===== config.mk =====
export PLATFORM = sky130hd
export DESIGN_NAME = dift_tag_check_ctrl
export DESIGN_NICKNAME = d
export VERILOG_FILES = /design/src/rtl/dift_tag_check_ctrl.sv
export SDC_FILE = /design/constraint.sdc
export NUM_CORES = 1
export LEC_CHECK = 0
export BUFFER_PORTS_ARGS = -buffer_cell sky130_fd_sc_hd__buf_2
export CAP_MARGIN = 20
export CORE_ASPECT_RATIO = 0.5
export CORE_MARGIN = 1
export CORE_UTILIZATION = 36
export DETAILED_ROUTE_END_ITERATION = 16
export GPL_TIMING_DRIVEN = 0
export MAX_ROUTING_LAYER = met4
export PLACE_DENSITY = 0.78
export SYNTH_ARGS = -nofsm -noshare
export SYNTH_HDL_FRONTEND = slang
export SYNTH_SLANG_ARGS = --single-unit
export TNS_END_PERCENT = 20

===== constraint.sdc =====
create_clock -name clk -period 1.5 [get_ports clk]
set_input_delay 0.075 -clock clk [delete_from_list [all_inputs] [get_ports clk]]
set_output_delay 0.075 -clock clk [all_outputs]
set_load 0.02 [all_outputs]

===== src/rtl/dift_tag_check_ctrl.sv =====
// DIFT tag-policy check on the ID-stage instruction with a registered trap req/ack to the controller.
// Optional per-class saturating violation counters under DIFT_VIOLATION_CNT_EN.
module dift_tag_check_ctrl #(
    parameter int unsigned TAG_WIDTH = 4,
    parameter int unsigned CNT_WIDTH = 16
) (
    input  logic                   clk,
    input  logic                   rst_n,
    input  logic                   id_valid_i,
    input  logic [31:0]            pc_id_i,
    input  logic [TAG_WIDTH-1:0]   instr_tag_i,
    input  logic [1:0]             jump_in_i,
    input  logic [TAG_WIDTH-1:0]   jump_target_tag_i,
    input  logic [TAG_WIDTH-1:0]   operand_a_tag_i,
    input  logic [TAG_WIDTH-1:0]   operand_b_tag_i,
    input  logic                   is_load_i,
    input  logic                   is_store_i,
    input  logic [TAG_WIDTH-1:0]   tag_mask_i,
    input  logic                   tccr_exec_i,
    input  logic                   tccr_jalr_i,
    input  logic                   tccr_store_i,
    input  logic                   tccr_load_i,
    input  logic [1:0]             tccr_br_mode_i,
    input  logic                   tccr_br_sel_i,
    input  logic                   trap_ack_i,
    output logic                   trap_req_o,
    output logic [2:0]             trap_type_o,
    output logic [31:0]            trap_pc_o,
    output logic                   multi_o,
    output logic                   stall_o,
    input  logic                   cnt_clr_i,
    output logic [5*CNT_WIDTH-1:0] cnt_o
);

    localparam int unsigned NUM_CLASSES = 5;

    localparam logic [1:0] JUMP_JALR = 2'b10;
    localparam logic [1:0] JUMP_COND = 2'b11;

    localparam logic [1:0] BR_OFF    = 2'd0;
    localparam logic [1:0] BR_OR     = 2'd1;
    localparam logic [1:0] BR_AND    = 2'd2;

    localparam logic [2:0] TRAP_NONE = 3'd0;
    localparam logic [2:0] TRAP_EXEC = 3'd1;
    localparam logic [2:0] TRAP_JALR = 3'd2;
    localparam logic [2:0] TRAP_BRAN = 3'd3;
    localparam logic [2:0] TRAP_STOR = 3'd4;
    localparam logic [2:0] TRAP_LOAD = 3'd5;

    typedef enum logic {
        IDLE,
        REQ
    } state_t;

    state_t state_q;

    // Per-class results, bit order {load, store, bran, jalr, exec}
    logic [NUM_CLASSES-1:0] viol_c;
    logic                   any_viol_c;
    logic [2:0]             win_type_c;
    logic                   t_a_c;
    logic                   t_b_c;
    logic                   br_taint_c;

    always_comb begin
        t_a_c      = |(operand_a_tag_i & tag_mask_i);
        t_b_c      = |(operand_b_tag_i & tag_mask_i);
        br_taint_c = 1'b0;
        case (tccr_br_mode_i)
            BR_OFF:  br_taint_c = 1'b0;
            BR_OR:   br_taint_c = t_a_c | t_b_c;
            BR_AND:  br_taint_c = t_a_c & t_b_c;
            default: br_taint_c = tccr_br_sel_i ? t_b_c : t_a_c;
        endcase

        viol_c    = '0;
        viol_c[0] = tccr_exec_i & (|(instr_tag_i & tag_mask_i));
        viol_c[1] = (jump_in_i == JUMP_JALR) & tccr_jalr_i & (|(jump_target_tag_i & tag_mask_i));
        viol_c[2] = (jump_in_i == JUMP_COND) & br_taint_c;
        viol_c[3] = is_store_i & tccr_store_i & t_a_c;
        viol_c[4] = is_load_i & tccr_load_i & t_a_c;
        if (!id_valid_i) begin
            viol_c = '0;
        end
        any_viol_c = |viol_c;
    end

    // Fixed priority EXEC > JALR > BRAN > STOR > LOAD
    always_comb begin
        win_type_c = TRAP_NONE;
        if (viol_c[0])      win_type_c = TRAP_EXEC;
        else if (viol_c[1]) win_type_c = TRAP_JALR;
        else if (viol_c[2]) win_type_c = TRAP_BRAN;
        else if (viol_c[3]) win_type_c = TRAP_STOR;
        else if (viol_c[4]) win_type_c = TRAP_LOAD;
    end

    always_ff @(posedge clk or negedge rst_n) begin
        if (!rst_n) begin
            state_q     <= IDLE;
            trap_req_o  <= 1'b0;
            stall_o     <= 1'b0;
            trap_type_o <= TRAP_NONE;
            trap_pc_o   <= '0;
            multi_o     <= 1'b0;
        end else begin
            case (state_q)
                IDLE: begin
                    if (any_viol_c) begin
                        state_q     <= REQ;
                        trap_req_o  <= 1'b1;
                        stall_o     <= 1'b1;
                        trap_type_o <= win_type_c;
                        trap_pc_o   <= pc_id_i;
                    end
                end
                REQ: begin
                    // Capture is frozen; further violations only flag multi
                    if (trap_ack_i) begin
                        state_q     <= IDLE;
                        trap_req_o  <= 1'b0;
                        stall_o     <= 1'b0;
                        trap_type_o <= TRAP_NONE;
                        multi_o     <= any_viol_c;
                    end else if (any_viol_c) begin
                        multi_o     <= 1'b1;
                    end
                end
                default: state_q <= IDLE;
            endcase
        end
    end

`ifdef DIFT_VIOLATION_CNT_EN
    // Saturating per-class counters, independent of priority and FSM state
    for (genvar g = 0; g < NUM_CLASSES; g++) begin : g_cnt
        logic [CNT_WIDTH-1:0] cnt_q;

        always_ff @(posedge clk or negedge rst_n) begin
            if (!rst_n) begin
                cnt_q <= '0;
            end else if (cnt_clr_i) begin
                cnt_q <= '0;
            end else if (viol_c[g] && (cnt_q != {CNT_WIDTH{1'b1}})) begin
                cnt_q <= cnt_q + CNT_WIDTH'(1);
            end
        end

        assign cnt_o[g*CNT_WIDTH +: CNT_WIDTH] = cnt_q;
    end
`else
    logic unused_cnt_clr;
    assign unused_cnt_clr = cnt_clr_i;
    assign cnt_o          = '0;
`endif

endmodule


==> results.toml <==
[global_route]
globalRouteTotalUtil_pct = 15.4
grt_overflow_total = 0
grt_pass1_wl_um = 7980
grt_max_degree = 39
antenna_found_initial = 0
grt_pass1_vias = 1681

[logic_synthesis]
syn_inst = 201
ys.flop_type = "dfrtp_1"
yosys_register_bits = 38
synth_area_um2 = 2400
synth_area_leader_cell = "dfrtp_1"
synth_cell_type_count = 30
syn_area_per_cell_um2 = 11.9
async_flop_share_pct = 100
synthTopCellsByArea = "dfrtp_1 40%, buf_4 25%, mux2_4 19%"
synth_top_area_share_pct = 39.6
synth-edff-count = 0
ys_seq_area_share_pct = 39.6
synth_warnings = 0

[route]
drt-total-wl_um = 5400
ant_nets = 0
route.vias.total = 1855
avgRoutedWirePerCell_um = 11.1
drc = 0
initialDrtViolationCount = 53
viasPerCell = 3.83
drt_first_pass_iters = 4

[finish]
drive_above_1_share_pct = 61.9
area_growth_pct = 50.8
num_antenna_cells = 0
nets = 463
final_cell_mix = "103 x buf_2, 85 x buf_4, 80 x conb_1, 37 x dfrtp_1, 30 x mux2_4"
design_area_um2 = 3620
final_common_cell = "buf_2"

[placed_design]
pre_cts_slack_ns = -0.380
place.gp.congestion = 0.809
io_buffers = 104
placed_area_um2 = 3350

[worst_setup_path]
r2r_slack_ns = 0.09
cp_slowest_cell = "a211oi_4"
path_depth = 7
critPathArrivalTime_ns = 1.62
start_kind = "input port"
cp-end-kind = "register"
critical_path.top_delay_family = "compound AO/OA/AOI/OAI gates"
slowest_delay_ns = 0.32
reg2reg_from = "state_q"
path_buf_inv = 2
cp_cell_sequence = "buf_2 > a22oi_2 > a21oi_2 > a211oi_4 > a31oi_4 > buf_8 > mux2_4"
crit_path_max_fanout = 10
reg2reg_to = "trap_pc_o[3]"
rr_worst_depth = 3
cp.required_ns = 1.66
crit_type = "input port to register"

[timing]
hold_violations = 0
whs_ns = 0.0253
setup_ws_ns = 0.0326
period_minus_slack_ns = 1.47
fmax_mhz = 681
timing.setup.tns_ns = 0
tightest_slew_ns = 0.827
period_share_pct = 97.8
slew_headroom_pct = 44.9
drv_slew = 0
setup_violations = 0
finClkSkew_ns = 0.00488

[hold_path]
min_path_cells = 2
hold_end = "trap_pc_o[5]"
hold_start = "pc_id_i[5]"
hold_path_class = "input port to register"

[floorplanning]
fp.dieArea_um2 = 7010
rows = 20
core_region_area_um2 = 6260
pin_count = 186
start_util_pct = 38.3
die_h_um = 59.7
die_w_um = 117

[clock_tree]
clk_pin_slew_ns = 0.06
clk_latency_ns = 0.28
clockBufferDepth = 2
cts-root-buf = "clkbuf_16"
h-tree-depth = 2
tritoncts = "built"
clock_sinks = 38
cts_buffers = 5

[power]
leakage_nw = 2.05
peakVddDrop_mv = 0.615
power_density_nw_per_um2 = 1650

[run]
cap_violations = 0

[outcome]
status = "finished, final reports clean"
==> final cells by class <==
| cell class | instances | area (um2) |
|---|---|---|
| flip-flops and latches | 38 | 952 |
| fillers | 538 | 2640 |
| plain buffers | 84 | 653 |
| repair buffers | 109 | 567 |
| inverters | 2 | 7.51 |
| multi-input cells | 155 | 1130 |
| well taps | 88 | 110 |
| clock inverters | 2 | 60.1 |
| clock buffers | 6 | 139 |
==> synth_stat cells (2+ instances only) <==
cell type / instances
a22oi_1: 7
a21oi_1: 3
and3_1: 2
nor2_1: 4
buf_4: 81
nand3_1: 3
mux2_4: 30
a211oi_1: 2
buf_6: 3
inv_1: 2
nand2b_1: 3
mux2_2: 2
nand2_1: 2
a22oi_2: 2
a31oi_1: 2
dfrtp_1: 38
a221oi_1: 2
==> routing by layer <==
metal | track usage [%] | up-vias | share of wire, %
met2 | 26.2 | 92 | 52
met5 | - | - | 0
met1 | 17.8 | 838 | 41
met4 | 7.42 | 0 | 1.5
met3 | 3.53 | 6 | 6.3
li1 | - | 919 | -
==> repair_timing <==
| action | 4_1_cts | 5_1_grt |
|---|---|---|
| hold buffers | 1 | 0 |
| endpoints found under the setup margin | 30 | 31 |
| pin swaps | 2 | 0 |
| buffers inserted | 2 | 2 |
| resized for setup | 5 | 5 |
| hold endpoints to repair | 38 | 0 |
==> cell families after synthesis <==
group | after synthesis | synth area share, %
buf+inv | 87 | 27.2
flops | 38 | 39.6
mux | 32 | 19.7
compound gates | 26 | 9.49
simple gates | 17 | 3.76
other cells | 1 | 0.156
==> how the worst max path moves through the flow <==
stage / start / to / slack (ns)
6_report: tag_mask_i[2] / trap_pc_o[3] / 0.03
5_1_grt: tag_mask_i[2] / trap_pc_o[19] / -0.01
4_1_cts: tag_mask_i[0] / trap_pc_o[28] / 0.007
3_5_place_dp: tag_mask_i[2] / trap_pc_o[28] / -0.38
3_3_place_gp: tag_mask_i[2] / trap_pc_o[8] / -0.34
2_1_floorplan: operand_a_tag_i[0] / trap_pc_o[0] / -0.02
==> stage by stage <==
stage / util [%] / instances / total power, mW
floorplan: - / 280 / 3.75
global placement: 53.5 / 472 / 4.49
detailed placement: 53.5 / 472 / 4.56
CTS: 57.3 / 482 / 6.01
global route: 57.8 / 484 / 6.27
finish: 57.8 / 484 / 5.98
==> where the power goes <==
group | switching [mW] | leakage (nW) | total [mW] | internal, mW
sequential | 0.302 | 0.449 | 1.84 | 1.53
combinational | 1.45 | 1.51 | 2.76 | 1.32
clock | 0.384 | 0.0971 | 1.38 | 0.997
total | 2.14 | 2.05 | 5.98 | 3.85
==> registers in the layout (all words and copies together) (netlist names) <==
signal / cells
multi_o: 1
stall_o: 1
state_q: 1
trap_pc_o: 32
trap_type_o: 3
(Power assumes the default switching activity.)
